$ cat src/rtl/uart_sched_pkg.sv
// Shared types and widths for the UART transmit scheduler.
package uart_sched_pkg;

    localparam int TIMER_W = 16;
    localparam int CNT_W   = 16;

    typedef enum logic [2:0] {
        IDLE,
        RD,
        CAP,
        START,
        ACK,
        DONE,
        GAP
    } state_e;

endpackage

$ cat src/rtl/sched_timer.sv
// Clear/count/compare timer shared by the ACK timeout and the inter-byte gap.
module sched_timer
    import uart_sched_pkg::*;
(
    input  logic               clk,
    input  logic               rst,
    input  logic               clr_i,
    input  logic [TIMER_W-1:0] limit_i,
    output logic               hit_o
);

    logic [TIMER_W-1:0] count_q;
    logic [TIMER_W-1:0] count_d;
    logic [TIMER_W-1:0] count_inc;

    assign count_inc = count_q + TIMER_W'(1);

    // NOTE: give every always_comb output a default first so no path leaves it unassigned (no latch).
    always_comb begin
        count_d = count_inc;
        if (clr_i) begin
            count_d = '0;
        end
    end

    // NOTE: sequential state uses non-blocking assignments so all registers update from pre-edge values.
    always_ff @(posedge clk or negedge rst) begin
        if (!rst) begin
            count_q <= '0;
        end else begin
            count_q <= count_d;
        end
    end

    // Fires on the edge that completes the limit_i-th counted clock.
    assign hit_o = (count_inc == limit_i);

endmodule

$ cat src/rtl/uart_tx_sched.sv
// Drains the byte FIFO into the UART transmitter: one read, one start pulse,
// busy handshake, optional gap; also flush sequencing, ack timeout and byte count.
module uart_tx_sched
    import uart_sched_pkg::*;
#(
    parameter logic [TIMER_W-1:0] GAP_CYCLES  = 16'd0,
    parameter logic [TIMER_W-1:0] ACK_TIMEOUT = 16'd64
) (
    input  logic             clk,
    input  logic             rst,
    input  logic             enable_i,
    input  logic             flush_i,
    input  logic             fifo_empty_i,
    input  logic [7:0]       fifo_data_i,
    output logic             fifo_n_re_o,
    output logic             fifo_n_clr_o,
    output logic [7:0]       tx_data_o,
    output logic             tx_start_o,
    input  logic             tx_busy_i,
    output logic             busy_o,
    output logic             err_o,
    output logic [CNT_W-1:0] bytes_sent_o
);

    state_e             state_q;
    logic               n_re_q;
    logic               n_clr_q;
    logic [7:0]         tx_data_q;
    logic               tx_start_q;
    logic               busy_q;
    logic               err_q;
    logic [CNT_W-1:0]   bytes_sent_q;

    logic               tmr_clr;
    logic               tmr_hit;
    logic [TIMER_W-1:0] tmr_limit;

    // ACK and GAP are never adjacent, so holding the timer clear in every other
    // state guarantees it starts from zero on entry to either.
    assign tmr_clr   = (state_q != ACK) && (state_q != GAP);
    assign tmr_limit = (state_q == ACK) ? ACK_TIMEOUT : GAP_CYCLES;

    sched_timer u_timer (
        .clk     (clk),
        .rst     (rst),
        .clr_i   (tmr_clr),
        .limit_i (tmr_limit),
        .hit_o   (tmr_hit)
    );

    always_ff @(posedge clk or negedge rst) begin
        if (!rst) begin
            state_q      <= IDLE;
            n_re_q       <= 1'b1;
            n_clr_q      <= 1'b1;
            tx_data_q    <= '0;
            tx_start_q   <= 1'b0;
            busy_q       <= 1'b0;
            err_q        <= 1'b0;
            bytes_sent_q <= '0;
        end else begin
            n_re_q     <= 1'b1;
            tx_start_q <= 1'b0;
            n_clr_q    <= ~flush_i;
            if (flush_i) begin
                err_q <= 1'b0;
            end

            case (state_q)
                IDLE: begin
                    if (enable_i && !fifo_empty_i && !flush_i) begin
                        state_q <= RD;
                        n_re_q  <= 1'b0;
                        busy_q  <= 1'b1;
                    end
                end
                RD: begin
                    if (flush_i) begin
                        state_q <= IDLE;
                        busy_q  <= 1'b0;
                    end else begin
                        state_q <= CAP;
                    end
                end
                CAP: begin
                    if (flush_i) begin
                        state_q <= IDLE;
                        busy_q  <= 1'b0;
                    end else begin
                        state_q    <= START;
                        tx_data_q  <= fifo_data_i;
                        tx_start_q <= 1'b1;
                    end
                end
                START: begin
                    state_q <= ACK;
                end
                ACK: begin
                    if (tx_busy_i) begin
                        state_q      <= DONE;
                        bytes_sent_q <= bytes_sent_q + CNT_W'(1);
                    end else if (tmr_hit) begin
                        state_q <= IDLE;
                        busy_q  <= 1'b0;
                        err_q   <= 1'b1;
                    end
                end
                DONE: begin
                    if (!tx_busy_i) begin
                        if (GAP_CYCLES == '0) begin
                            state_q <= IDLE;
                            busy_q  <= 1'b0;
                        end else begin
                            state_q <= GAP;
                        end
                    end
                end
                GAP: begin
                    if (tmr_hit) begin
                        state_q <= IDLE;
                        busy_q  <= 1'b0;
                    end
                end
                default: begin
                    state_q <= IDLE;
                    busy_q  <= 1'b0;
                end
            endcase
        end
    end

    assign fifo_n_re_o  = n_re_q;
    assign fifo_n_clr_o = n_clr_q;
    assign tx_data_o    = tx_data_q;
    assign tx_start_o   = tx_start_q;
    assign busy_o       = busy_q;
    assign err_o        = err_q;
    assign bytes_sent_o = bytes_sent_q;

endmodule

$ cat config.mk
export PLATFORM = sky130hd
export DESIGN_NAME = uart_tx_sched
export DESIGN_NICKNAME = d
export VERILOG_FILES = /design/src/rtl/uart_sched_pkg.sv /design/src/rtl/sched_timer.sv /design/src/rtl/uart_tx_sched.sv
export SDC_FILE = /design/constraint.sdc
export NUM_CORES = 1
export LEC_CHECK = 0
export ABC_AREA = 0
export BUFFER_PORTS_ARGS = -buffer_cell sky130_fd_sc_hd__clkbuf_2
export CORE_MARGIN = 2
export CORE_UTILIZATION = 35
export DETAILED_ROUTE_END_ITERATION = 10
export HOLD_SLACK_MARGIN = 0.08
export MAX_ROUTING_LAYER = met4
export PLACE_DENSITY = 0.53
export SYNTH_ARGS = -nofsm -noshare
export SYNTH_HDL_FRONTEND = slang
export SYNTH_SLANG_ARGS = --single-unit
$ cat constraint.sdc
create_clock -name clk -period 1.84 [get_ports clk]
set_input_delay 0.092 -clock clk [delete_from_list [all_inputs] [get_ports clk]]
set_output_delay 0.092 -clock clk [all_outputs]
set_load 0.005 [all_outputs]
-- After elaboration in Yosys (flattened, before gate mapping)
Index checks and enable logic that the tools add are counted.
- logic and storage cells: 60
- flip-flop bits (word level): 48
- output and inout bits: 29
- bitwise operators: 2
- $add $sub $neg: 2
- equality and inequality tests: 13
- reduce and logical (&&, ||, !) cells: 11
- multiplexer cells: 23
- operator list (operator ; number):
    adder 16 x 1 -> 16 bit (second input constant) ; 2
    one-hot mux 3 bit (7 select lines) ; 1
    equality test 16 x 7 -> 1 bit ; 1
    2-to-1 mux 16 bit ; 1
    2-to-1 mux 1 bit ; 13
    2-to-1 mux 3 bit ; 4
    equality test 3 bit (second input constant) ; 3
    2-to-1 mux 7 bit ; 1
    equality test 3 x 2 -> 1 bit (second input constant) ; 2
    != test 2 bit (second input constant) ; 3
    != test 3 bit (second input constant) ; 2
    one-hot mux 1 bit (6 select lines) ; 1
    AND reduction 2 bit ; 3
    AND reduction 5 bit ; 1
    2-to-1 mux 2 bit ; 2
    equality test 3 x 1 -> 1 bit (second input constant) ; 1
    logical AND 1 bit ; 3
    logical NOT 3 bit ; 1
    logical NOT 1 bit ; 2
    != test 2 x 1 -> 1 bit (second input constant) ; 1
    NOT 1 bit ; 2
    OR reduction 2 bit ; 1

-- Logic depth before layout (Yosys ltp)
Gate-level depths: netlist of run 1.
- depth in word-level cells: 6
- depth in mapped cells: 9
- mapped depth without buffers: 7

-- Cells and area by module
From an unflattened synthesis of run 1, not the netlist that was laid out.
- cells, all modules: 253
- area total of the unflattened synthesis: 2650.0 um2
- modules (own cells, without submodules) (module ; sequential area each (um2) ; area each (um2) ; times used ; cells each):
    uart_tx_sched ; 803.3 ; 1420.1 ; 1 ; 116
    sched_timer ; 400.4 ; 1229.9 ; 1 ; 137

-- Worst setup path before layout of run 1
OpenSTA, ideal clock, no wires.
- path kind: register -> register
- start: register u_timer.count_q[3]
- end: register state_q[2]
- path slack: -168 ps
- period minus slack after synthesis: 2008 ps
- arrival time: 1884 ps
- data required time: 1716 ps
- stages on the path, launching flop included: 10
- buffers on the path: 3
- cell sequence: dfrtp_1 > buf_6 > and4_4 > buf_6 > and3_4 > buf_6 > or3_1 > a32oi_1 > a31oi_1 > or2_1
- longest elaborated chain between the ends: 5
- RTL lines (what ; line ; RTL):
    start, declared ; sched_timer.sv:12 ; logic [TIMER_W-1:0] count_q;
    start signal, assigned ; sched_timer.sv:31 ; count_q <= count_d;
    adder 16 x 1 -> 16 bit (*) ; sched_timer.sv:16 ; assign count_inc = count_q + TIMER_W'(1);
    equality test 16 x 7 -> 1 bit (*) ; sched_timer.sv:36 ; assign hit_o = (count_inc == limit_i);
    2-to-1 mux 3 bit (*) ; -- ;
    2-to-1 mux 3 bit ; -- ;
    one-hot mux 3 bit (7 select lines) (*) ; -- ;
    end signal, assigned ; uart_tx_sched.sv:53 ; state_q <= IDLE;
    end signal, assigned ; uart_tx_sched.sv:72 ; state_q <= RD;
    end signal, assigned ; uart_tx_sched.sv:79 ; state_q <= IDLE;
    end, declared ; uart_tx_sched.sv:25 ; state_e state_q;
Every way passes the cells marked *; elsewhere a longest branch is shown, timed or not.
A chain may end at the register's enable or synchronous reset.

-- Worst setup path in the final report of run 1
- start: register u_timer.count_q[4]
- end: register state_q[2]
The elaborated chain is that of the path after synthesis.

==> impl_results.md, run 1 <==
* Area growth from synthesis to layout at 36.5%
* Average wire per standard cell at 13.2 um
* Clock Skew at 0.0108 ns
* Failing checks: negative setup slack
* Sw Share at 0.325
* IO Count at 43
* Crit start category: register
* Internal Power at 2.20 mW
* Hold Fails Final Rpt at 0
* Synthesized area per cell at 10.7 sq um
* Clk Latency, worst-skew pair at 0.30 ns
* Peak supply drop at 505 uV
* Routed via count at 1943
* Iter 0 DRT Violations at 78
* CTS tree: built
* Post-synth EDFFs at 0
* Primary FF master, synth: dfrtp_1
* Vias in the first global route at 1868
* Area contributors post-synth: dfrtp_1, xnor2_1, mux2_2
* Count of input and output buffers at 42
* RSZ-0062 raised after global routing: true
* Clock buffer depth at 2
* Core area at 6680 sq um
* Number of vias per cell at 4.91
* MaxCap Viol Count at 0
* Synth Cell Area at 2380 sq um
* DRC at 0
* Final #Nets at 332
* Clock share of power at 0.204
* Clk root buf: clkbuf_8
* Flops & latches, synth at 48
* Commonest non-fill, non-tap cells in the layout: dfrtp_1, buf_4, clkbuf_2
* Least-Margin Pin Slew at 0.466 ns
* Final ANT Viol Nets at 0
* Post-DP HPWL at 3580 um
* Dominant cell type by area after synthesis: dfrtp_1
* Syn Inst Count at 223
* CTS Buf Count at 5
* Synthesis warning total at 0
* Min-Delay Path Class: input port to register
* Minimum clock period at 1.84 ns
* PD cells at 1010 nW/um^2
* Status: finished, violations left
* Worst-path clk slew at 0.09 ns
* H-tree lvl count at 2
* Cell variety after synth at 49
* Sink Count at 48
* Largest net degree at the start of global routing at 23
* Drt total wl at 5220 um
* All-Layer GR Usage at 0.149
* R2R depth at 6
* Pleak at 1.52 nW
* Final setup fails at 1
* Final WS setup at -0.00106 ns
* CP required at 2.04 ns
* Most common cell after layout, fill and taps aside: dfrtp_1
* Sequential-to-total area share from yosys stat at 0.506
* Count of pins over their slew limit at 0
* Synth Net Count at 240
* Fin Hold WS at 0.124 ns
* Crit path capture type: register
* Comb power frac at 0.348
* Setup Crit Path Kind: register to register
* Drt first pass iters at 4
* Routability cong. at 0.864
* Worst-path maximum fanout at 6
* Die W at 86.5 um
* ANT cells at 0
* Initial core utilization at 0.356
* Tcrit/Tclk final at 1.00
* Row count at 30
* CP Data Arrival Time at 2.04 ns
* First-pass GRT wire length at 8650 um
* Post-synth top area share at 0.484
* Power share of the sequential group at 0.448
* Fin util at 0.486
* Die area at 7480 sq um
* Relative slew slack at 0.689
* Switching power total at 1.06 mW
* Initial antenna violation count at 0
* Min-Delay Path Depth at 3
* Post-synth ARST share at 1.00
* Height of the chip at 86.5 um
* Share of layout cells above drive strength 1 at 0.389
* Max Freq at 0.543 GHz
* GRT overflow at 0
[cell families after synthesis]
family                     count (synthesis)  synth area share
and+or+nand+nor                           92             0.212
adders and majority gates                  3            0.0158
AOI/OAI and AO/OA                         25            0.0768
DFF                                       48             0.506
xor gates and xnor gates                  29             0.107
muxes                                      9            0.0426
buffers and inverters                     17            0.0405
[power by group through the flow]
| stage | registers [mW] | logic [mW] | clock network [mW] |
|---|---|---|---|
| 4_1_cts | 1.45 | 1.09 | 0.705 |
| 3_5_place_dp | 1.46 | 1.05 | 0 |
| 6_report | 1.46 | 1.14 | 0.665 |
| 2_1_floorplan | 1.44 | 0.583 | 0 |
| 5_1_grt | 1.50 | 1.27 | 0.739 |
| 3_3_place_gp | 1.45 | 1.03 | 0 |
[path summary, 6_finish.rpt]
path                            slack [ns]               end                from
worst max-delay path                -0.001        state_q[2]  u_timer.count_q[4]
worst min-delay path                  0.12       fifo_n_re_o            enable_i
worst max register to register      -0.001        state_q[2]  u_timer.count_q[4]
worst min register to register        0.48  bytes_sent_o[15]    bytes_sent_o[15]
max in group asynchronous             1.02      fifo_n_clr_o                 rst
min in group asynchronous             0.26  bytes_sent_o[13]                 rst
[synth_stat cells, types with 5 or more instances]
cell	instances
xnor2_1	18
xor2_1	11
nand3_1	13
o21ai_0	5
and2_1	5
mux2_2	9
nand2_1	13
nor2_1	22
nand4_1	9
dfrtp_1	46
clkbuf_1	7
and3_1	6
[through the flow]
| stage | instances | cell area (sq um) | setup TNS, ns | total power [mW] | setup slack, ns |
|---|---|---|---|---|---|
| 3_3_place_gp | 373 | 2940 | -0.00949 | 2.49 | -0.00949 |
| 5_1_grt | 396 | 3250 | -0.358 | 3.51 | -0.163 |
| 4_1_cts | 391 | 3170 | 0 | 3.24 | 0.00483 |
| 6_report | 396 | 3250 | -0.00106 | 3.27 | -0.00106 |
| 2_1_floorplan | 223 | 2380 | -0.306 | 2.02 | -0.129 |
| 3_5_place_dp | 373 | 2940 | -0.127 | 2.51 | -0.0649 |
[layout make-up]
class,count,area [sq um]
Fill cell,629,3430
Tap cell,80,100
Timing Repair Buffer,97,673
Sequential cell,48,1210
Inverter,4,15.0
Clock buffer,6,82.6
Multi-Input combinational cell,159,1160
Clock inverter,2,13.8
[routing by layer]
metal	GRT usage	routed length (um)
met5	-	0
met4	0.0455	53
met3	0.0362	185
met2	0.222	2520
met1	0.202	2460
[what timing repair did]
action                                  4_1_cts  5_1_grt
pin swaps                                     2        2
hold endpoints to repair                     25        0
endpoints found under the setup margin        3        7
cloned                                        0        1
setup buffers                                 0        4
gates resized for setup                       4       10
hold buffers                                 10        0
[state kept, by name, summed over array words and instances (netlist names)]
name / flops
u_timer.count_q: 16
busy_o: 1
tx_start_o: 1
state_q: 3
err_o: 1
tx_data_o: 8
fifo_n_re_o: 1
fifo_n_clr_o: 1
bytes_sent_o: 16
[critical path, cell delays in order, from the launching register on]
cell	delay [ns]
dfrtp_1	0.44
and4_4	0.23
and3_4	0.18
or3_4	0.33
a32oi_2	0.20
a31oi_1	0.14
or2_1	0.22
Note: power is estimated with default switching activity, not from simulation.
==> run 2: changes to the inputs <==
==> constraint.sdc (replaced) <==
create_clock -name clk -period 1.84 [get_ports clk]
set_input_delay 0.276 -clock clk [delete_from_list [all_inputs] [get_ports clk]]
set_output_delay 0.276 -clock clk [all_outputs]
set_load 0.005 [all_outputs]
==> impl_results.md, run 2 (synthesis results as in run 1) <==
* DP Area at 2940 sq um
* Average wire per standard cell at 13.1 um
* MaxCap Viol Count at 0
* Tcrit/Tclk final at 1.00
* R2R depth at 6
* Routed via count at 1883
* Sw Share at 0.317
* Setup Crit Path Kind: register to register
* Finished Cell Area at 3120 sq um
* Post-DP HPWL at 3660 um
* Met3 Track Usage GR at 0.0286
* Crit path capture type: register
* Initial antenna violation count at 0
* Final WS setup at -0.00698 ns
* Fin Hold WS at 0.158 ns
* CTS Buf Count at 5
* Reg-to-reg slack, setup at -0.007 ns
* PD cells at 1070 nW/um^2
* Final #Nets at 318
* Iter 0 DRT Violations at 96
* Most common cell after layout, fill and taps aside: dfrtp_1
* Met1 usage at 0.194
* Overall power at 3.34 mW
* All-Layer GR Usage at 0.144
* Core area at 6680 sq um
* Min-Delay Path Depth at 2
* Relative slew slack at 0.642
* IO Count at 43
* Vias in the first global route at 1805
* CP required at 2.04 ns
* Switching power total at 1.06 mW
* H-tree lvl count at 2
* Dpl cells at 373
* Clock buffer depth at 2
* Register area at 1200 sq um
* Worst-path clk slew at 0.09 ns
* Die area at 7480 sq um
* Comb power frac at 0.321
* Min-Delay Path Class: input port to register
* Worst-path maximum fanout at 9
* Failing checks: negative setup slack
* Clk Latency, worst-skew pair at 0.30 ns
* Status: finished, violations left
* Commonest non-fill, non-tap cells in the layout: dfrtp_1, clkbuf_2, buf_4
* R2r startpoint: u_timer.count_q[2]
* Non-Filler Instances at 382
* Hold Fails Final Rpt at 0
* RSZ-0062 raised after global routing: true
* Area of the multi-input gates at 1120 sq um
* Least-Margin Pin Slew at 0.538 ns
* Height of the chip at 86.5 um
* Top Usage Layer GRT: met2
* Internal Power at 2.28 mW
* CP Data Arrival Time at 2.05 ns
* Peak supply drop at 570 uV
* Clock share of power at 0.246
* Min-Delay Endpoint: fifo_n_clr_o
* Final setup fails at 1
* Max Freq at 0.541 GHz
* Initial core utilization at 0.356
* Die W at 86.5 um
* DRC at 0
* Count of input and output buffers at 42
* Largest net degree at the start of global routing at 23
* Minimum clock period at 1.85 ns
* HP Start: flush_i
* Routability cong. at 0.859
* CTS tree: built
* Crit start category: register
* Worst r2r dst: state_q[1]
* Power share of the sequential group at 0.433
* Clk root buf: clkbuf_8
* Post-CTS Setup Repair Bufs at 0
* GRT overflow at 0
* Row count at 30
* Clock Skew at 0.00622 ns
* First-pass GRT wire length at 8390 um
* Area growth from synthesis to layout at 30.9%
* Count of pins over their slew limit at 0
* Number of fill cells in the layout at 638
* Drt first pass iters at 4
* ANT cells at 0
* Number of vias per cell at 4.93
* Pleak at 1.47 nW
* Sink Count at 48
* GR Util met2 at 0.217
* Share of layout cells above drive strength 1 at 0.374
* Drt total wl at 5000 um
* Final ANT Viol Nets at 0
[run 2: critical path, cell delays in order (launching register included)]
cell and delay, ns:
dfrtp_1 0.43, and4_4 0.23, and3_4 0.18, or3_1 0.32, a32oi_2 0.21, nand3_1 0.14
a31o_1 0.23
[run 2: routing by layer]
layer	vias to the layer above	part of all wire
met5	-	0
met4	0	0.013
met1	900	0.48
li1	936	-
met2	40	0.47
met3	7	0.034
[run 2: what timing repair did]
item                                    4_1_cts  5_1_grt
gates resized for setup                       4        3
pin swaps                                     1        0
hold buffers                                  1        0
hold endpoints to repair                     19        0
endpoints found under the setup margin        6        7
[run 2: how the worst max path moves through the flow]
| stage | start | end | cells after the start |
|---|---|---|---|
| CTS | u_timer.count_q[0] | state_q[1] | 6 |
| floorplan | u_timer.count_q[3] | state_q[2] | 9 |
| global route | u_timer.count_q[0] | state_q[1] | 6 |
| global placement | u_timer.count_q[1] | state_q[2] | 7 |
| finish | u_timer.count_q[2] | state_q[1] | 6 |
| detailed placement | u_timer.count_q[1] | state_q[1] | 7 |
[run 2: cell type report]
type,count,share of cell area
timing repair buffer,84,0.178
sequential,48,0.387
inverter,4,0.00482
clock buffer,6,0.0265
tap,80,0.0321
clock inverter,2,0.0124
multi-input combinational,158,0.360
[run 2: power groups by stage]
stage          Clock [mW]  Sequential, mW  Combinational [mW]
6_report            0.821            1.45                1.07
5_1_grt             0.895            1.49                1.19
4_1_cts             0.851            1.45                1.08
3_5_place_dp            0            1.46                1.06
3_3_place_gp            0            1.45                1.03
2_1_floorplan           0            1.44               0.583
[run 2: per-stage QoR]
step	util	setup TNS (ns)	worst slack, ns
finish	0.466	-0.00698	-0.00698
global route	0.466	-0.351	-0.106
CTS	0.464	0	0.00559
detailed placement	0.441	-0.165	-0.0877
global placement	0.441	-0.00784	-0.00784
floorplan	-	-0.306	-0.129
==> run 3: changes to the inputs <==
- CORE_UTILIZATION: 35 -> 45
- PLACE_DENSITY: 0.53 -> 0.64
- clock period: 1.84 -> 1.7 ns (I/O delays scaled with it)
==> impl_results.md, run 3 (synthesis results as in run 1) <==
* Status: finished, violations left
* Failing checks: negative setup slack
* ANT cells at 0
* Clk root buf: clkbuf_8
* Area of the multi-input gates at 1160 sq um
* Largest net degree at the start of global routing at 49
* Least-Margin Pin Slew at 0.342 ns
* Number of fill cells in the layout at 440
* Initial antenna violation count at 0
* Initial core utilization at 0.466
* Final #Nets at 326
* Count of pins over their slew limit at 0
* All-Layer GR Usage at 0.194
* Drt total wl at 5220 um
* Max Freq at 0.551 GHz
* Clk Latency, worst-skew pair at 0.31 ns
* Die area at 5890 sq um
* Worst-path maximum fanout at 4
* GRT overflow at 0
* Clock buffer depth at 2
* Average wire per standard cell at 13.7 um
* Core area at 5110 sq um
* Final ANT Viol Nets at 0
* Commonest non-fill, non-tap cells in the layout: dfrtp_1, buf_4, clkbuf_2
* Area growth from synthesis to layout at 34.5%
* DP Area at 2950 sq um
* Finished Cell Area at 3200 sq um
* Overall power at 3.62 mW
* Die W at 76.7 um
* Min-Delay Path Class: input port to register
* Critical path cell sequence: and3_1 -> and3_4 -> or3_1 -> a32oi_2 -> a31oi_1 -> or2_1
* Count of input and output buffers at 42
* Peak supply drop at 915 uV
* Share of layout cells above drive strength 1 at 0.416
* Clock Skew at 0.00977 ns
* Slowest CP cell: dfrtp_1
* CTS Buf Count at 5
* Slowest Stage Delay on Critical Path at 0.40 ns
* Minimum clock period at 1.82 ns
* Register area at 1200 sq um
* Tcrit/Tclk final at 1.07
* Pleak at 1.52 nW
* Drt first pass iters at 5
* Sink Count at 48
* Crit start category: register
* CP required at 1.90 ns
* IO Count at 43
* Final WS setup at -0.116 ns
* Worst-path clk slew at 0.10 ns
* MaxCap Viol Count at 0
* Routability cong. at 0.837
* Setup Crit Path Kind: register to register
* CTS tree: built
* PD cells at 1130 nW/um^2
* CP Data Arrival Time at 2.02 ns
* First-pass GRT wire length at 8970 um
* Setup_tns at -0.253 ns
* Vias in the first global route at 1934
* Top delay family on crit path: simple AND/OR/NAND/NOR gates
* Final setup fails at 4
* Most common cell after layout, fill and taps aside: dfrtp_1
* Relative slew slack at 0.771
* Row count at 26
* Iter 0 DRT Violations at 98
* H-tree lvl count at 2
* RSZ-0062 raised after global routing: true
* Height of the chip at 76.7 um
* Routed via count at 1948
* Number of vias per cell at 5.13
* Crit path capture type: register
* DRC at 0
* Hold Fails Final Rpt at 0
* Post-DP HPWL at 3600 um
* WP buf/inv at 0
[run 3: cell count changes in the layout (fill, tap and decap cells not counted), moves of 2 or more]
cell | before | now
buf_4 | 39 | 45
nand3_1 | 13 | 11
o21ai_0 | 5 | 3
nand3_2 | 0 | 2
buf_6 | 0 | 2
[run 3: worst paths after layout]
kind | from | endpoint | slack, ns | cells after the start
max in group asynchronous | rst | fifo_n_re_o | 0.97 | 3
min in group asynchronous | rst | u_timer.count_q[8] | 0.45 | 3
worst max-delay path | u_timer.count_q[6] | state_q[2] | -0.12 | 6
worst min register to register | bytes_sent_o[15] | bytes_sent_o[15] | 0.48 | 1
worst min-delay path | flush_i | fifo_n_clr_o | 0.12 | 2
worst max register to register | u_timer.count_q[6] | state_q[2] | -0.12 | 6
[run 3: final cells by class]
| type | count | area share |
|---|---|---|
| clock buffers | 5 | 0.0215 |
| clock inverters | 3 | 0.0145 |
| inverters | 4 | 0.00469 |
| multi-input cells | 158 | 0.362 |
| flip-flops and latches | 48 | 0.376 |
| well taps | 70 | 0.0274 |
| repair buffers | 92 | 0.194 |
[run 3: layer usage]
layer,share of wire,GRT usage,wire length (um)
met2,0.49,0.304,2540
met3,0.034,0.0353,176
met1,0.47,0.256,2440
met4,0.012,0.0691,60
met5,0,-,0
[run 3: what timing repair did]
item,4_1_cts,5_1_grt
gates resized for setup,13,6
endpoints found under the setup margin,7,9
pin swaps,8,6
hold buffers,1,0
endpoints found under the hold margin,46,0
setup buffers,5,2
[run 3: stage by stage]
| step | util | hold WS (ns) | setup WS, ns | instances |
|---|---|---|---|---|
| 2_1_floorplan | - | -0.0406 | -0.269 | 223 |
| 3_3_place_gp | 0.577 | 0.263 | -0.122 | 364 |
| 3_5_place_dp | 0.577 | 0.262 | -0.233 | 364 |
| 4_1_cts | 0.620 | 0.120 | -0.102 | 378 |
| 5_1_grt | 0.627 | 0.140 | -0.204 | 380 |
| 6_report | 0.627 | 0.120 | -0.116 | 380 |
[run 3: power by group]
group          internal [mW]  total (mW)  switching [mW]
combinational          0.634        1.20           0.562
clock                  0.443       0.856           0.413
sequential              1.37        1.56           0.189
total                   2.45        3.62            1.16
